==> config.mk <==
export PLATFORM = sky130hd
export DESIGN_NAME = imm_gen_pipe
export DESIGN_NICKNAME = d
export VERILOG_FILES = /design/src/rtl/imm_pkg.sv /design/src/rtl/imm_decode.sv /design/src/rtl/imm_gen_pipe.sv
export SDC_FILE = /design/constraint.sdc
export NUM_CORES = 1
export LEC_CHECK = 0
export BUFFER_PORTS_ARGS = -buffer_cell sky130_fd_sc_hd__buf_2
export CAP_MARGIN = 20
export CORE_UTILIZATION = 54
export CTS_CLUSTER_SIZE = 10
export DETAILED_ROUTE_END_ITERATION = 8
export PLACE_DENSITY_LB_ADDON = 0.08
export REMOVE_ABC_BUFFERS = 1
export SLEW_MARGIN = 20
export SYNTH_ARGS = -nofsm -noshare
export SYNTH_HDL_FRONTEND = slang
export SYNTH_SLANG_ARGS = --single-unit
==> constraint.sdc <==
create_clock -name clk -period 2.6 [get_ports clk]
set_clock_uncertainty 0.15 [all_clocks]
set_input_delay 0.52 -clock clk [delete_from_list [all_inputs] [get_ports clk]]
set_output_delay 0.52 -clock clk [all_outputs]
set_load 0.02 [all_outputs]
==> src/rtl/imm_pkg.sv <==
// Shared opcode and format-code definitions for the decode-stage immediate generator.
package imm_pkg;

  localparam logic [6:0] OP_IMM    = 7'h13;
  localparam logic [6:0] OP_LOAD   = 7'h03;
  localparam logic [6:0] OP_JALR   = 7'h67;
  localparam logic [6:0] OP_STORE  = 7'h23;
  localparam logic [6:0] OP_BRANCH = 7'h63;
  localparam logic [6:0] OP_LUI    = 7'h37;
  localparam logic [6:0] OP_AUIPC  = 7'h17;
  localparam logic [6:0] OP_JAL    = 7'h6F;
  localparam logic [6:0] OP_OP     = 7'h33;
  localparam logic [6:0] OP_SYSTEM = 7'h73;

  typedef enum logic [2:0] {
    FMT_R       = 3'd0,
    FMT_I       = 3'd1,
    FMT_S       = 3'd2,
    FMT_B       = 3'd3,
    FMT_U       = 3'd4,
    FMT_J       = 3'd5,
    FMT_ILLEGAL = 3'd7
  } fmt_e;

endpackage

==> src/rtl/imm_decode.sv <==
// Combinational RISC-V immediate decode: raw instruction to sign-extended immediate,
// format code and illegal-opcode flag.
module imm_decode
  import imm_pkg::*;
#(
  parameter int XLEN           = 32,
  parameter bit SUPPORT_SYSTEM = 1'b0
) (
  input  logic [31:0]     instruction,
  output logic [XLEN-1:0] immediate,
  output fmt_e            fmt,
  output logic            illegal
);

  logic [31:0] imm32_s;
  logic [6:0]  op_s;

  assign op_s = instruction[6:0];

  // Opcode to format; every immediate is assembled as a signed 32-bit value first
  always_comb begin
    imm32_s = 32'd0;
    fmt     = FMT_ILLEGAL;
    illegal = 1'b1;
    case (op_s)
      OP_IMM, OP_LOAD, OP_JALR: begin
        imm32_s = {{20{instruction[31]}}, instruction[31:20]};
        fmt     = FMT_I;
        illegal = 1'b0;
      end
      OP_SYSTEM: begin
        if (SUPPORT_SYSTEM) begin
          imm32_s = {{20{instruction[31]}}, instruction[31:20]};
          fmt     = FMT_I;
          illegal = 1'b0;
        end else begin
          imm32_s = 32'd0;
          fmt     = FMT_ILLEGAL;
          illegal = 1'b1;
        end
      end
      OP_STORE: begin
        imm32_s = {{20{instruction[31]}}, instruction[31:25], instruction[11:7]};
        fmt     = FMT_S;
        illegal = 1'b0;
      end
      OP_BRANCH: begin
        imm32_s = {{20{instruction[31]}}, instruction[7], instruction[30:25],
                   instruction[11:8], 1'b0};
        fmt     = FMT_B;
        illegal = 1'b0;
      end
      OP_LUI, OP_AUIPC: begin
        imm32_s = {instruction[31:12], 12'b0};
        fmt     = FMT_U;
        illegal = 1'b0;
      end
      OP_JAL: begin
        imm32_s = {{12{instruction[31]}}, instruction[19:12], instruction[20],
                   instruction[30:21], 1'b0};
        fmt     = FMT_J;
        illegal = 1'b0;
      end
      OP_OP: begin
        imm32_s = 32'd0;
        fmt     = FMT_R;
        illegal = 1'b0;
      end
      default: begin
        imm32_s = 32'd0;
        fmt     = FMT_ILLEGAL;
        illegal = 1'b1;
      end
    endcase
  end

  // Bit 31 of the 32-bit immediate is always instr[31], so widening to XLEN sign-extends it
  assign immediate = XLEN'($signed(imm32_s));

endmodule

==> src/rtl/imm_gen_pipe.sv <==
// Registered immediate generator: valid/ready input, decode, 2-entry skid buffer
// (main + skid) with flush, and a saturating illegal-opcode counter.
module imm_gen_pipe
  import imm_pkg::*;
#(
  parameter int XLEN           = 32,
  parameter int CNT_W          = 8,
  parameter bit SUPPORT_SYSTEM = 1'b0
) (
  input  logic             clk,
  input  logic             reset,
  input  logic             flush_i,
  input  logic             valid_i,
  output logic             ready_o,
  input  logic [31:0]      instruction_i,
  output logic             valid_o,
  input  logic             ready_i,
  output logic [XLEN-1:0]  immediate_o,
  output logic [2:0]       fmt_o,
  output logic             illegal_o,
  output logic [CNT_W-1:0] illegal_cnt_o
);

  typedef struct packed {
    logic [XLEN-1:0] imm;
    fmt_e            fmt;
    logic            illegal;
  } entry_t;

  entry_t          dec_s, main_r, main_n_s, skid_r, skid_n_s;
  logic            main_v_r, main_v_n_s, skid_v_r, skid_v_n_s, ready_r;
  logic            accept_s, consume_s;
  logic [CNT_W-1:0] cnt_r, cnt_n_s;

  imm_decode #(
    .XLEN           (XLEN),
    .SUPPORT_SYSTEM (SUPPORT_SYSTEM)
  ) u_decode (
    .instruction (instruction_i),
    .immediate   (dec_s.imm),
    .fmt         (dec_s.fmt),
    .illegal     (dec_s.illegal)
  );

  assign accept_s  = valid_i & ready_r & ~flush_i;
  assign consume_s = main_v_r & ready_i;

  // Next-state for main/skid entries and the counter; flush wins over accept and consume
  always_comb begin
    main_n_s   = main_r;
    skid_n_s   = skid_r;
    main_v_n_s = main_v_r;
    skid_v_n_s = skid_v_r;
    cnt_n_s    = cnt_r;
    if (flush_i) begin
      main_v_n_s = 1'b0;
      skid_v_n_s = 1'b0;
    end else if (consume_s || !main_v_r) begin
      if (skid_v_r) begin
        main_n_s   = skid_r;
        main_v_n_s = 1'b1;
        skid_v_n_s = 1'b0;
      end else if (accept_s) begin
        main_n_s   = dec_s;
        main_v_n_s = 1'b1;
      end else begin
        main_v_n_s = 1'b0;
      end
    end else if (accept_s) begin
      skid_n_s   = dec_s;
      skid_v_n_s = 1'b1;
    end else begin
      skid_v_n_s = skid_v_r;
    end
    if (accept_s && dec_s.illegal && (cnt_r != {CNT_W{1'b1}})) begin
      cnt_n_s = cnt_r + CNT_W'(1);
    end else begin
      cnt_n_s = cnt_r;
    end
  end

  // State registers; ready is registered as the inverse of the next skid occupancy
  always_ff @(posedge clk or negedge reset) begin
    if (!reset) begin
      main_r   <= '{imm: {XLEN{1'b0}}, fmt: FMT_R, illegal: 1'b0};
      skid_r   <= '{imm: {XLEN{1'b0}}, fmt: FMT_R, illegal: 1'b0};
      main_v_r <= 1'b0;
      skid_v_r <= 1'b0;
      ready_r  <= 1'b1;
      cnt_r    <= {CNT_W{1'b0}};
    end else begin
      main_r   <= main_n_s;
      skid_r   <= skid_n_s;
      main_v_r <= main_v_n_s;
      skid_v_r <= skid_v_n_s;
      ready_r  <= ~skid_v_n_s;
      cnt_r    <= cnt_n_s;
    end
  end

  assign ready_o       = ready_r;
  assign valid_o       = main_v_r;
  assign immediate_o   = main_r.imm;
  assign fmt_o         = main_r.fmt;
  assign illegal_o     = main_r.illegal;
  assign illegal_cnt_o = cnt_r;

endmodule

==> results of run 1 <==
## layout by cell type, fill, tap and decap left out, types with 2 or more instances in the layout
cell,instances
sky130_fd_sc_hd__dfrtp_1,82
sky130_fd_sc_hd__buf_2,81
sky130_fd_sc_hd__nand2_1,64
sky130_fd_sc_hd__nor2_1,57
sky130_fd_sc_hd__a21oi_1,35
sky130_fd_sc_hd__o21ai_0,21
sky130_fd_sc_hd__nand3_1,16
sky130_fd_sc_hd__buf_4,15
sky130_fd_sc_hd__nor3b_1,13
sky130_fd_sc_hd__o211ai_1,12
sky130_fd_sc_hd__a211oi_1,10
sky130_fd_sc_hd__a211o_1,9
sky130_fd_sc_hd__clkbuf_8,9
sky130_fd_sc_hd__xnor2_1,6
sky130_fd_sc_hd__a22oi_1,4
sky130_fd_sc_hd__nand2b_1,3
sky130_fd_sc_hd__or3_1,3
sky130_fd_sc_hd__a21o_1,3
sky130_fd_sc_hd__a31oi_1,3
sky130_fd_sc_hd__o22ai_1,3
sky130_fd_sc_hd__inv_1,2
sky130_fd_sc_hd__nor3_2,2
sky130_fd_sc_hd__nor3_4,2
sky130_fd_sc_hd__and2_1,2
sky130_fd_sc_hd__nor2b_1,2
sky130_fd_sc_hd__a311oi_1,2
sky130_fd_sc_hd__clkbuf_1,2
sky130_fd_sc_hd__bufinv_16,2
## worst max-delay path by stage
stage	endpoint	cells after the start	from
after floorplan	immediate_o[21]	5	skid_v_r
after detailed placement	immediate_o[16]	6	instruction_i[4]
after global routing	illegal_cnt_o[1]	5	illegal_cnt_o[0]
after CTS	illegal_cnt_o[1]	5	illegal_cnt_o[0]
final	illegal_cnt_o[1]	5	illegal_cnt_o[0]
after global placement	skid_r[24]	6	instruction_i[3]
## synthesized netlist by cell type, types with 7 or more instances
master                      n  area, um^2
sky130_fd_sc_hd__a211o_1    9       78.83
sky130_fd_sc_hd__a211oi_1  10       75.07
sky130_fd_sc_hd__a21oi_1   35       175.2
sky130_fd_sc_hd__buf_2      7       35.03
sky130_fd_sc_hd__clkbuf_1  17       63.81
sky130_fd_sc_hd__dfrtp_1   82        2052
sky130_fd_sc_hd__nand2_1   64       240.2
sky130_fd_sc_hd__nand3_1   16       80.08
sky130_fd_sc_hd__nor2_1    57       214.0
sky130_fd_sc_hd__nor3b_1   13       97.59
sky130_fd_sc_hd__o211ai_1  12       90.09
sky130_fd_sc_hd__o21ai_0   21       105.1
## critical path, stage by stage, from the launching register on
cell	delay, ps
sky130_fd_sc_hd__dfrtp_1	430
sky130_fd_sc_hd__ha_1	220
sky130_fd_sc_hd__and2_1	190
sky130_fd_sc_hd__a311o_1	370
sky130_fd_sc_hd__a311oi_4	490
sky130_fd_sc_hd__mux2_2	400
## cell type report
cell class / instances / area (um^2)
Timing Repair Buffer: 96 / 518.0
Fill cell: 582 / 2253
Clock buffer: 11 / 131.4
Multi-Input combinational cell: 291 / 1638
Inverter: 2 / 7.507
Tap cell: 96 / 120.1
Clock inverter: 5 / 85.08
Sequential cell: 83 / 2078
## cell families (layout without fill, tap and decap cells)
kind of cell    after synthesis  in the layout  share of synthesized area [%]
simple gates                173            173                          21.49
compound gates              108            108                          18.42
flops                        83             83                          54.16
buf+inv                      30            114                          3.456
xor+xnor                      7              7                          1.598
mux                           2              2                         0.5543
fa+ha+maj                     1              1                         0.3260
## sequential cells by signal, indices dropped and copies added, names as in the netlist
signal,count
skid_r,36
fmt_o,3
illegal_o,1
skid_v_r,1
immediate_o,32
illegal_cnt_o,8
ready_o,1
valid_o,1
## routing by layer
metal / wire, um / vias to the layer above
li1: - / 1566
met2: 4768 / 113
met1: 4033 / 1619
met3: 478 / 21
met5: 0 / -
met4: 218 / 0
## power breakdown
part           switching, uW  internal (uW)  total (uW)
sequential               150           1510        1660
clock                    472            547        1020
combinational            449            281         730
## metrics by stage
stage	instances	setup TNS, ps	setup WS (ps)	area, um^2	hold slack [ps]
global placement	568	0	225.5	4362	307.5
detailed placement	568	0	172.3	4362	317.0
floorplan	376	-26080	-919.4	3712	74.41
finish	584	0	217.6	4578	49.49
global route	584	0	120.9	4578	112.7
CTS	584	0	225.8	4578	75.63
==> impl_metrics.sql, run 1 <==
INSERT INTO impl_metrics (metric_group, metric, value, unit) VALUES
('outcome', 'run_status', 'finished, final reports clean', ''),
('clock_tree', 'htree_num_levels', '3', ''),
('route', 'first_pass_iters', '4', ''),
('floorplan', 'top_level_ports', '83', ''),
('clock_tree', 'clk_transition_reported_paths', '90', 'ps'),
('sta', 'timing.final.crit_share', '91.63', '%'),
('final_layout', 'share_of_layout_cells_above_drive_strength_1', '25.20', '%'),
('synthesis', 'netlist_area', '3837', 'um^2'),
('clock_tree', 'total_of_cells_resized_after_clock_tree_synthesis', '0', ''),
('critical_path', 'critical_path.reg2reg.endpoint', 'illegal_cnt_o[1]', ''),
('clock_tree', 'clk_path_buf_depth', '2', ''),
('sta', 'post-route-min-period', '2382', 'ps'),
('final_layout', 'diodes', '0', ''),
('critical_path', 'regToRegStartpoint', 'illegal_cnt_o[0]', ''),
('sta', 'final-setup-viol-count', '0', ''),
('final_layout', 'fin_util', '67.01', '%'),
('sta', 'report.final.hold_viol_count', '0', ''),
('power', 'cell_leakage_power', '0.002107', 'uW'),
('floorplan', 'std_cell_rows', '30', ''),
('grt', 'track_usage', '27.68', '%'),
('grt', 'grt_first_pass_wirelength', '15860', 'um'),
('floorplan', 'core_area', '6832', 'um^2'),
('grt', 'grt-busiest-layer', 'met2', ''),
('clock_tree', 'post_cts_hold_buffer_count', '0', ''),
('critical_path', 'worst_r2r_path_depth', '5', ''),
('sta', 'max_slew.worst_pin.slew', '956.7', 'ps'),
('grt', 'met2_usage', '47.76', '%'),
('final_layout', 'layout.nets', '521', ''),
('route', 'postRouteAntennaNets', '0', ''),
('power', 'power_per_cell_area', '744.4', 'nW/um^2'),
('synthesis', 'synth_enable_flop_cells', '0', ''),
('grt', 'first_global_vias', '3348', ''),
('clock_tree', 'numClockSinks', '83', ''),
('synthesis', 'postSynthRegisterBits', '83', ''),
('synthesis', 'ys.warnings.count', '0', ''),
('clock_tree', 'clock_insertion_delay_worst_skew', '350', 'ps'),
('route', 'routed-via-count', '3319', ''),
('synthesis', 'synthesis.area_per_instance', '9.499', 'um^2'),
('floorplan', 'initial_core_util', '56.17', '%'),
('sta', 'rsz0062_at_grt', 'no', ''),
('synthesis', 'synth-async-reset-ratio', '100.0', '%'),
('floorplan', 'dieArea', '7448', 'um^2'),
('critical_path', 'reg2reg_setup_slack', '220', 'ps'),
('final_layout', 'flow.area_growth_from_synthesis', '19.30', '%'),
('synthesis', 'seq_area_frac_synth', '54.16', '%'),
('clock_tree', 'cts_setup_buffers', '0', ''),
('power', 'totalPowerFinal', '3408', 'uW'),
('clock_tree', 'tritoncts', 'built', ''),
('synthesis', 'synth_cells', '404', ''),
('route', 'post_detailed_route_wirelength_per_cell', '16.27', 'um'),
('min_path', 'worst_hold_path_type', 'in -> async', ''),
('placement', 'place.detailed.hpwl', '6289', 'um'),
('route', 'detail_route.wirelength', '9499', 'um'),
('grt', 'initial_antenna_violation_count', '0', ''),
('route', 'drt_iter0_drc', '171', ''),
('flow_run', 'cap_viol_max_count', '0', ''),
('placement', 'place.port_buffers', '82', ''),
('critical_path', 'critPathArrivalTime', '2460', 'ps'),
('clock_tree', 'cts_made_buffers', '9', ''),
('route', 'via_per_inst', '5.683', ''),
('route', 'drc', '0', ''),
('synthesis', 'synth.distinct_cells', '49', ''),
('floorplan', 'die_height', '86.30', 'um'),
('sta', 'maxSlewHeadroom', '36.22', '%'),
('grt', 'grt_overflow_total', '0', ''),
('sta', 'maxClockFrequency', '419.7', 'MHz'),
('grt', 'met1_usage', '35.01', '%'),
('grt', 'grt_max_degree', '56', ''),
('clock_tree', 'root_buffer_cell', 'sky130_fd_sc_hd__clkbuf_8', ''),
('power', 'worst_ir_drop_vdd', '0.0004751', 'V'),
('critical_path', 'setup.worst_path.start_class', 'register', ''),
('floorplan', 'chipWidth', '86.30', 'um'),
('critical_path', 'critical_path_required', '2680', 'ps'),
('grt', 'global_routing_usage_on_met3', '4.286', '%'),
('critical_path', 'worst_setup_path_end_kind', 'register', ''),
('critical_path', 'timing.setup.critical_path_class', 'reg -> reg', ''),
('critical_path', 'path_max_fanout', '8', ''),
('sta', 'drv_slew', '0', ''),
('synthesis', 'postSynth.topFlopCell', 'sky130_fd_sc_hd__dfrtp_1', ''),
('placement', 'globalplace.congestion', '0.9343', '');
(Power assumes the default switching activity.)
==> run 2: changes to the inputs <==
Settings changed: CORE_ASPECT_RATIO set to 0.8, GPL_TIMING_DRIVEN set to 0, TNS_END_PERCENT set to 30.
==> run 2 against run 1 <==
Against the previous run:
- maximum frequency is 0.17% higher
- critical endpoint is now skid_r[26]
- core utilization is 0.40 points higher
- non-clock buffer count is 2 lower
- count of clock-buffer cells in the layout is 1 lower
- sequential power hardly changed
- routed wire length is 2.6% lower
- global-route usage is 0.46 points lower
- via count is 1.7% lower
==> impl_metrics.sql, run 2 (synthesis gave the netlist of run 1 again) <==
INSERT INTO impl_metrics (metric_group, metric, value, unit) VALUES
('route', 'via_per_inst', '5.703', ''),
('final_layout', 'mostFrequentLayoutCells', 'sky130_fd_sc_hd__dfrtp_1, sky130_fd_sc_hd__buf_2, sky130_fd_sc_hd__nand2_1, sky130_fd_sc_hd__nor2_1, sky130_fd_sc_hd__a21oi_1', ''),
('floorplan', 'top_level_ports', '83', ''),
('final_layout', 'share_of_layout_cells_above_drive_strength_1', '26.19', '%'),
('floorplan', 'std_cell_rows', '27', ''),
('critical_path', 'worst_r2r_path_depth', '4', ''),
('sta', 'rsz0062_at_grt', 'no', ''),
('placement', 'place.port_buffers', '82', ''),
('floorplan', 'dieArea', '7450', 'um^2'),
('power', 'p_int', '2339', 'uW'),
('clock_tree', 'clock_insertion_delay_worst_skew', '350', 'ps'),
('power', 'cell_leakage_power', '0.002127', 'uW'),
('clock_tree', 'cts_made_buffers', '9', ''),
('clock_tree', 'root_buffer_cell', 'sky130_fd_sc_hd__clkbuf_8', ''),
('critical_path', 'setup.worst_path.start_class', 'register', ''),
('power', 'share_seq_of_total_power', '49.0', '%'),
('route', 'first_pass_iters', '4', ''),
('power', 'worst_ir_drop_vdd', '0.0004915', 'V'),
('power', 'power_per_cell_area', '727.0', 'nW/um^2'),
('clock_tree', 'tritoncts', 'built', ''),
('floorplan', 'chipWidth', '96.25', 'um'),
('outcome', 'run_status', 'finished, final reports clean', ''),
('grt', 'grt_first_pass_wirelength', '15430', 'um'),
('grt', 'first_global_vias', '3239', ''),
('critical_path', 'crit_path_cell_trace', 'nand2_1 > or3_2 > a21oi_2 > a21oi_1', ''),
('power', 'totalPowerFinal', '3377', 'uW'),
('placement', 'dp_worst_setup_slack', '-961.6', 'ps'),
('critical_path', 'regToRegStartpoint', 'ready_o', ''),
('min_path', 'worst_hold_path.endpoint', 'immediate_o[14]', ''),
('final_layout', 'flow.area_growth_from_synthesis', '21.06', '%'),
('sta', 'final-setup-viol-count', '0', ''),
('floorplan', 'die_height', '77.40', 'um'),
('critical_path', 'reg2reg_setup_slack', '220', 'ps'),
('critical_path', 'crit_path_start', 'ready_o', ''),
('sta', 'max_slew.worst_pin.slew', '595.7', 'ps'),
('min_path', 'whs_path_depth', '2', ''),
('grt', 'grt_overflow_total', '0', ''),
('final_layout', 'fin_util', '67.41', '%'),
('critical_path', 'critical_path_required', '2650', 'ps'),
('sta', 'post-route-min-period', '2378', 'ps'),
('placement', 'place.detailed.hpwl', '6101', 'um'),
('floorplan', 'initial_core_util', '55.68', '%'),
('clock_tree', 'clk_path_buf_depth', '2', ''),
('sta', 'report.final.hold_viol_count', '0', ''),
('critical_path', 'slowest_delay', '750', 'ps'),
('sta', 'maxClockFrequency', '420.5', 'MHz'),
('grt', 'initial_antenna_violation_count', '0', ''),
('sta', 'maxSlewHeadroom', '60.29', '%'),
('sta', 'timing.final.crit_share', '91.48', '%'),
('grt', 'track_usage', '27.21', '%'),
('route', 'detail_route.wirelength', '9254', 'um'),
('sta', 'fin_worst_setup_slack', '221.6', 'ps'),
('final_layout', 'top_register', 'skid_r', ''),
('min_path', 'hold_start', 'instruction_i[14]', ''),
('placement', 'globalplace.congestion', '0.8281', ''),
('clock_tree', 'numClockSinks', '83', ''),
('clock_tree', 'clk_transition_reported_paths', '80', 'ps'),
('critical_path', 'worst_setup_path_end_kind', 'register', ''),
('critical_path', 'critical_path.reg2reg.endpoint', 'skid_r[26]', ''),
('critical_path', 'timing.setup.critical_path_class', 'reg -> reg', ''),
('route', 'postRouteAntennaNets', '0', ''),
('clock_tree', 'htree_num_levels', '3', ''),
('critical_path', 'path_max_fanout', '34', ''),
('floorplan', 'core_area', '6892', 'um^2'),
('route', 'drt_iter0_drc', '138', ''),
('critical_path', 'critPathArrivalTime', '2430', 'ps'),
('sta', 'setup-tns-final', '0', 'ps'),
('route', 'post_detailed_route_wirelength_per_cell', '16.18', 'um'),
('final_layout', 'largest_register_ff_count', '36', ''),
('power', 'netsw', '1039', 'uW'),
('route', 'routed-via-count', '3262', ''),
('sta', 'drv_slew', '0', ''),
('grt', 'grt_max_degree', '47', ''),
('power', 'sw_frac_of_total', '30.76', '%'),
('final_layout', 'layout.nets', '519', ''),
('flow_run', 'cap_viol_max_count', '0', ''),
('power', 'share_comb_of_total_power', '21.8', '%'),
('final_layout', 'diodes', '0', ''),
('route', 'drc', '0', ''),
('critical_path', 'crit_slowest_cell', 'sky130_fd_sc_hd__or3_2', ''),
('min_path', 'worst_hold_path_type', 'in -> reg', ''),
('power', 'power.clock.fraction', '29.1', '%');
run 2: cell count changes in the layout (fill, tap and decap cells not counted), moves of 2 or more:
| cell | previous run | this run |
|---|---|---|
| sky130_fd_sc_hd__buf_4 | 15 | 6 |
| sky130_fd_sc_hd__clkinv_2 | 0 | 2 |
| sky130_fd_sc_hd__or3_1 | 3 | 1 |
| sky130_fd_sc_hd__buf_8 | 0 | 3 |
run 2: through the flow:
step | cell area, um^2 | hold WS, ps | instances
2_1_floorplan | 3712 | 74.41 | 376
3_3_place_gp | 4232 | 308.8 | 545
3_5_place_dp | 4333 | 319.8 | 550
4_1_cts | 4611 | 226.6 | 569
5_1_grt | 4646 | 223.9 | 572
6_report | 4646 | 239.2 | 572
run 2: worst max-delay path by stage:
| stage | endpoint | slack (ps) | cells past startpoint |
|---|---|---|---|
| floorplan | immediate_o[21] | -920 | 5 |
| global placement | immediate_o[27] | -3090 | 5 |
| detailed placement | immediate_o[24] | -960 | 7 |
| CTS | immediate_o[18] | 40 | 5 |
| global route | skid_r[26] | 70 | 4 |
| finish | skid_r[26] | 220 | 4 |
run 2: layout make-up:
cell class | instances | area (um^2)
Multi-Input combinational cell | 291 | 1677
Inverter | 2 | 7.507
Clock inverter | 5 | 78.83
Fill cell | 560 | 2246
Sequential cell | 83 | 2082
Clock buffer | 10 | 127.6
Tap cell | 87 | 108.9
Timing Repair Buffer | 94 | 564.3
run 2: power groups by stage:
stage                     Sequential [uW]  Combinational, uW  Clock (uW)
after floorplan                      1800                303           0
after global placement               1670                696           0
after detailed placement             1680                727           0
after CTS                            1660                742        1010
after global routing                 1680                825        1060
final                                1660                738         984
run 2: timing repair:
item | in CTS | in global routing
endpoints found under the hold margin | 4 | 0
endpoints found under the setup margin | 45 | 8
resized for setup | 7 | 1
buffers inserted | 3 | 3
pin swaps | 1 | 1
hold buffers | 1 | 0
run 2: routing by layer:
metal | GRT usage [%] | share of wire (%) | vias to the layer above
met1 | 36.51 | 45 | 1583
met2 | 42.98 | 48 | 104
met4 | 8.358 | 0.63 | 0
met3 | 7.451 | 6.5 | 6
li1 | - | - | 1569
met5 | 0 | 0 | -
run 2: critical path, delay by kind of cell, from the launching register on:
family | cells | cell delay [ps]
DFF | 1 | 540
AOI/OAI and AO/OA | 2 | 700
and+or+nand+nor | 2 | 830
==> run 3: changes to the inputs <==
Settings changed: CORE_UTILIZATION 54 to 55, SYNTH_HIERARCHICAL set to 1.
==> run 3 against run 2 <==
Against the previous run:
- sequential power is 11% lower
- sequential share of layout area is 3.2 points lower
- core utilization is 0.16 points lower
- worst hold slack better by 30 ps
- die area is 8.0% higher
- largest cell class unchanged
==> impl_metrics.sql, run 3 <==
INSERT INTO impl_metrics (metric_group, metric, value, unit) VALUES
('floorplan', 'core_area', '7427', 'um^2'),
('synthesis', 'synthesized_area_fraction_occupied_by_ao_oa_aoi_and_oai_cells', '7.453', '%'),
('flow_run', 'cap_viol_max_count', '0', ''),
('final_layout', 'final.fill_count', '593', ''),
('route', 'post_detailed_route_wirelength_per_cell', '16.02', 'um'),
('synthesis', 'seq_area_frac_synth', '49.13', '%'),
('synthesis', 'synth_enable_flop_cells', '0', ''),
('synthesis', 'postSynthRegisterBits', '83', ''),
('critical_path', 'timing.setup.critical_path_class', 'reg -> reg', ''),
('grt', 'track_usage', '22.74', '%'),
('sta', 'timing.final.crit_share', '91.67', '%'),
('synthesis', 'ys.warnings.count', '6', ''),
('synthesis', 'synthTopCellsByCount', 'sky130_fd_sc_hd__mux2_2, sky130_fd_sc_hd__dfrtp_1, sky130_fd_sc_hd__nand3_1', ''),
('synthesis', 'yosys-top-cells-area', 'sky130_fd_sc_hd__dfrtp_1, sky130_fd_sc_hd__mux2_2, sky130_fd_sc_hd__nand3_1', ''),
('clock_tree', 'cts_made_buffers', '9', ''),
('critical_path', 'reg2reg_setup_slack', '220', 'ps'),
('floorplan', 'initial_core_util', '56.96', '%'),
('grt', 'grt_overflow_total', '0', ''),
('clock_tree', 'root_buffer_cell', 'sky130_fd_sc_hd__clkbuf_8', ''),
('sta', 'final-setup-viol-count', '0', ''),
('grt', 'grt_max_degree', '54', ''),
('final_layout', 'layout.cell_area.non_filler', '4995', 'um^2'),
('sta', 'rsz0062_at_grt', 'no', ''),
('floorplan', 'top_level_ports', '83', ''),
('floorplan', 'chipWidth', '100.1', 'um'),
('clock_tree', 'clock_insertion_delay_worst_skew', '340', 'ps'),
('critical_path', 'setup.worst_path.start_class', 'register', ''),
('final_layout', 'layout_commonest_cell', 'sky130_fd_sc_hd__mux2_2', ''),
('final_layout', 'diodes', '0', ''),
('floorplan', 'dieArea', '8048', 'um^2'),
('power', 'worst_ir_drop_vdd', '0.0005880', 'V'),
('route', 'via_per_inst', '5.614', ''),
('critical_path', 'path_max_fanout', '14', ''),
('sta', 'report.final.hold_viol_count', '0', ''),
('route', 'first_pass_iters', '4', ''),
('clock_tree', 'numClockSinks', '83', ''),
('sta', 'max_slew.worst_pin.slew', '787.3', 'ps'),
('power', 'cell_leakage_power', '0.002500', 'uW'),
('synthesis', 'yosysMostFrequentCell', 'sky130_fd_sc_hd__mux2_2', ''),
('placement', 'placed_cell_area', '4762', 'um^2'),
('clock_tree', 'cts_setup_buffers', '0', ''),
('sta', 'drv_slew', '0', ''),
('grt', 'initial_antenna_violation_count', '0', ''),
('route', 'routed-via-count', '2908', ''),
('synthesis', 'synth-async-reset-ratio', '100.0', '%'),
('route', 'drt_iter0_drc', '133', ''),
('route', 'drc', '0', ''),
('placement', 'globalplace.congestion', '0.7717', ''),
('clock_tree', 'tritoncts', 'built', ''),
('floorplan', 'std_cell_rows', '28', ''),
('synthesis', 'synth_xor_area_share', '1.035', '%'),
('clock_tree', 'total_of_cells_resized_after_clock_tree_synthesis', '0', ''),
('power', 'totalPowerFinal', '2993', 'uW'),
('final_layout', 'share_of_layout_cells_above_drive_strength_1', '53.75', '%'),
('synthesis', 'netlist_area', '4230', 'um^2'),
('sta', 'post-route-min-period', '2383', 'ps'),
('min_path', 'worst_hold_path_type', 'in -> reg', ''),
('final_layout', 'top_register', 'skid_r', ''),
('clock_tree', 'htree_num_levels', '3', ''),
('synthesis', 'synthesis.area_per_instance', '13.06', 'um^2'),
('synthesis', 'synth_top_family_by_area', 'multiplexers', ''),
('placement', 'place.detailed.hpwl', '5901', 'um'),
('sta', 'maxClockFrequency', '419.6', 'MHz'),
('critical_path', 'worst_setup_path_end_kind', 'register', ''),
('floorplan', 'die_height', '80.44', 'um'),
('placement', 'place.port_buffers', '82', ''),
('power', 'power_per_cell_area', '599.2', 'nW/um^2'),
('grt', 'grt_first_pass_wirelength', '13920', 'um'),
('synthesis', 'synth-simple-area-share', '9.406', '%'),
('final_layout', 'layout.nets', '446', ''),
('sta', 'maxSlewHeadroom', '47.34', '%'),
('final_layout', 'mostFrequentLayoutCells', 'sky130_fd_sc_hd__mux2_2, sky130_fd_sc_hd__dfrtp_1, sky130_fd_sc_hd__buf_2, sky130_fd_sc_hd__nand3_1', ''),
('route', 'detail_route.wirelength', '8297', 'um'),
('outcome', 'run_status', 'finished, final reports clean', ''),
('route', 'postRouteAntennaNets', '0', ''),
('clock_tree', 'post_cts_hold_buffer_count', '1', ''),
('critical_path', 'critical_path_required', '2680', 'ps'),
('critical_path', 'critPathArrivalTime', '2460', 'ps'),
('synthesis', 'yosys.area.top_type_share', '48.51', '%'),
('final_layout', 'largest_register_ff_count', '36', ''),
('synthesis', 'post_synth_mux_area_share', '29.52', '%'),
('synthesis', 'synth.distinct_cells', '50', ''),
('clock_tree', 'clk_path_buf_depth', '2', ''),
('synthesis', 'postSynth.topFlopCell', 'sky130_fd_sc_hd__dfrtp_1', ''),
('final_layout', 'flow.area_growth_from_synthesis', '18.07', '%'),
('clock_tree', 'clk_transition_reported_paths', '80', 'ps'),
('synthesis', 'adder_cell_share_of_the_synthesized_area', '0.2958', '%'),
('grt', 'first_global_vias', '2803', ''),
('synthesis', 'synth_area_leader_cell', 'sky130_fd_sc_hd__dfrtp_1', ''),
('synthesis', 'synth_cells', '324', '');
[run 3: kinds of logic after synthesis]
| group | Yosys count |
|---|---|
| fa+ha+maj | 1 |
| compound gates | 42 |
| flops | 83 |
| simple gates | 61 |
| mux | 111 |
| xor+xnor | 5 |
| buf+inv | 21 |
[run 3: path summary, 6_finish.rpt]
| check | end | startpoint | cells past startpoint |
|---|---|---|---|
| min | valid_o | flush_i | 2 |
| max reg2reg | skid_r[5] | ready_o | 5 |
| max | skid_r[5] | ready_o | 5 |
| min reg2reg | skid_r[9] | skid_r[9] | 1 |
| min in group asynchronous | immediate_o[1] | reset | 2 |
| max in group asynchronous | ready_o | reset | 3 |
[run 3: critical path: stages (launching register included)]
cell	delay [ps]
sky130_fd_sc_hd__dfstp_2	580
sky130_fd_sc_hd__nand2_1	100
sky130_fd_sc_hd__nor3_4	660
sky130_fd_sc_hd__buf_8	250
sky130_fd_sc_hd__buf_6	170
sky130_fd_sc_hd__mux2_2	350
[run 3: metrics by stage]
step	utilization, %	hold WS (ps)	std cells	worst slack, ps	setup TNS, ps
after floorplan	-	74.41	306	-1954	-70350
after global placement	62.60	313.8	493	-3983	-152780
after detailed placement	64.12	320.0	501	-92.81	-92.81
after CTS	67.25	259.6	518	186.5	0
after global routing	67.25	266.7	518	80.00	0
final	67.25	269.4	518	216.6	0
[run 3: cell type report]
cell class              instances  area, um^2  share of cell area [%]
flip-flops and latches         83        2079                   41.63
clock buffers                  14       162.7                   3.257
inverters                       3       11.26                  0.2255
multi-input cells             220        2023                   40.51
repair buffers                 91       526.8                   10.55
well taps                     105       131.4                   2.630
clock inverters                 2       60.06                   1.202
[run 3: routing by layer]
layer	GRT usage (%)	vias up	routed length, um
met2	36.21	72	3935
met3	6.353	10	384
met4	5.507	0	78
met5	0	-	0
met1	30.98	1455	3899
li1	-	1371	-
[run 3: power by group]
group / internal (uW) / switching, uW / leakage, uW
Combinational: 209 / 273 / 0.00129
Sequential: 1390 / 88.0 / 0.00110
Clock: 596 / 435 / 0.000111
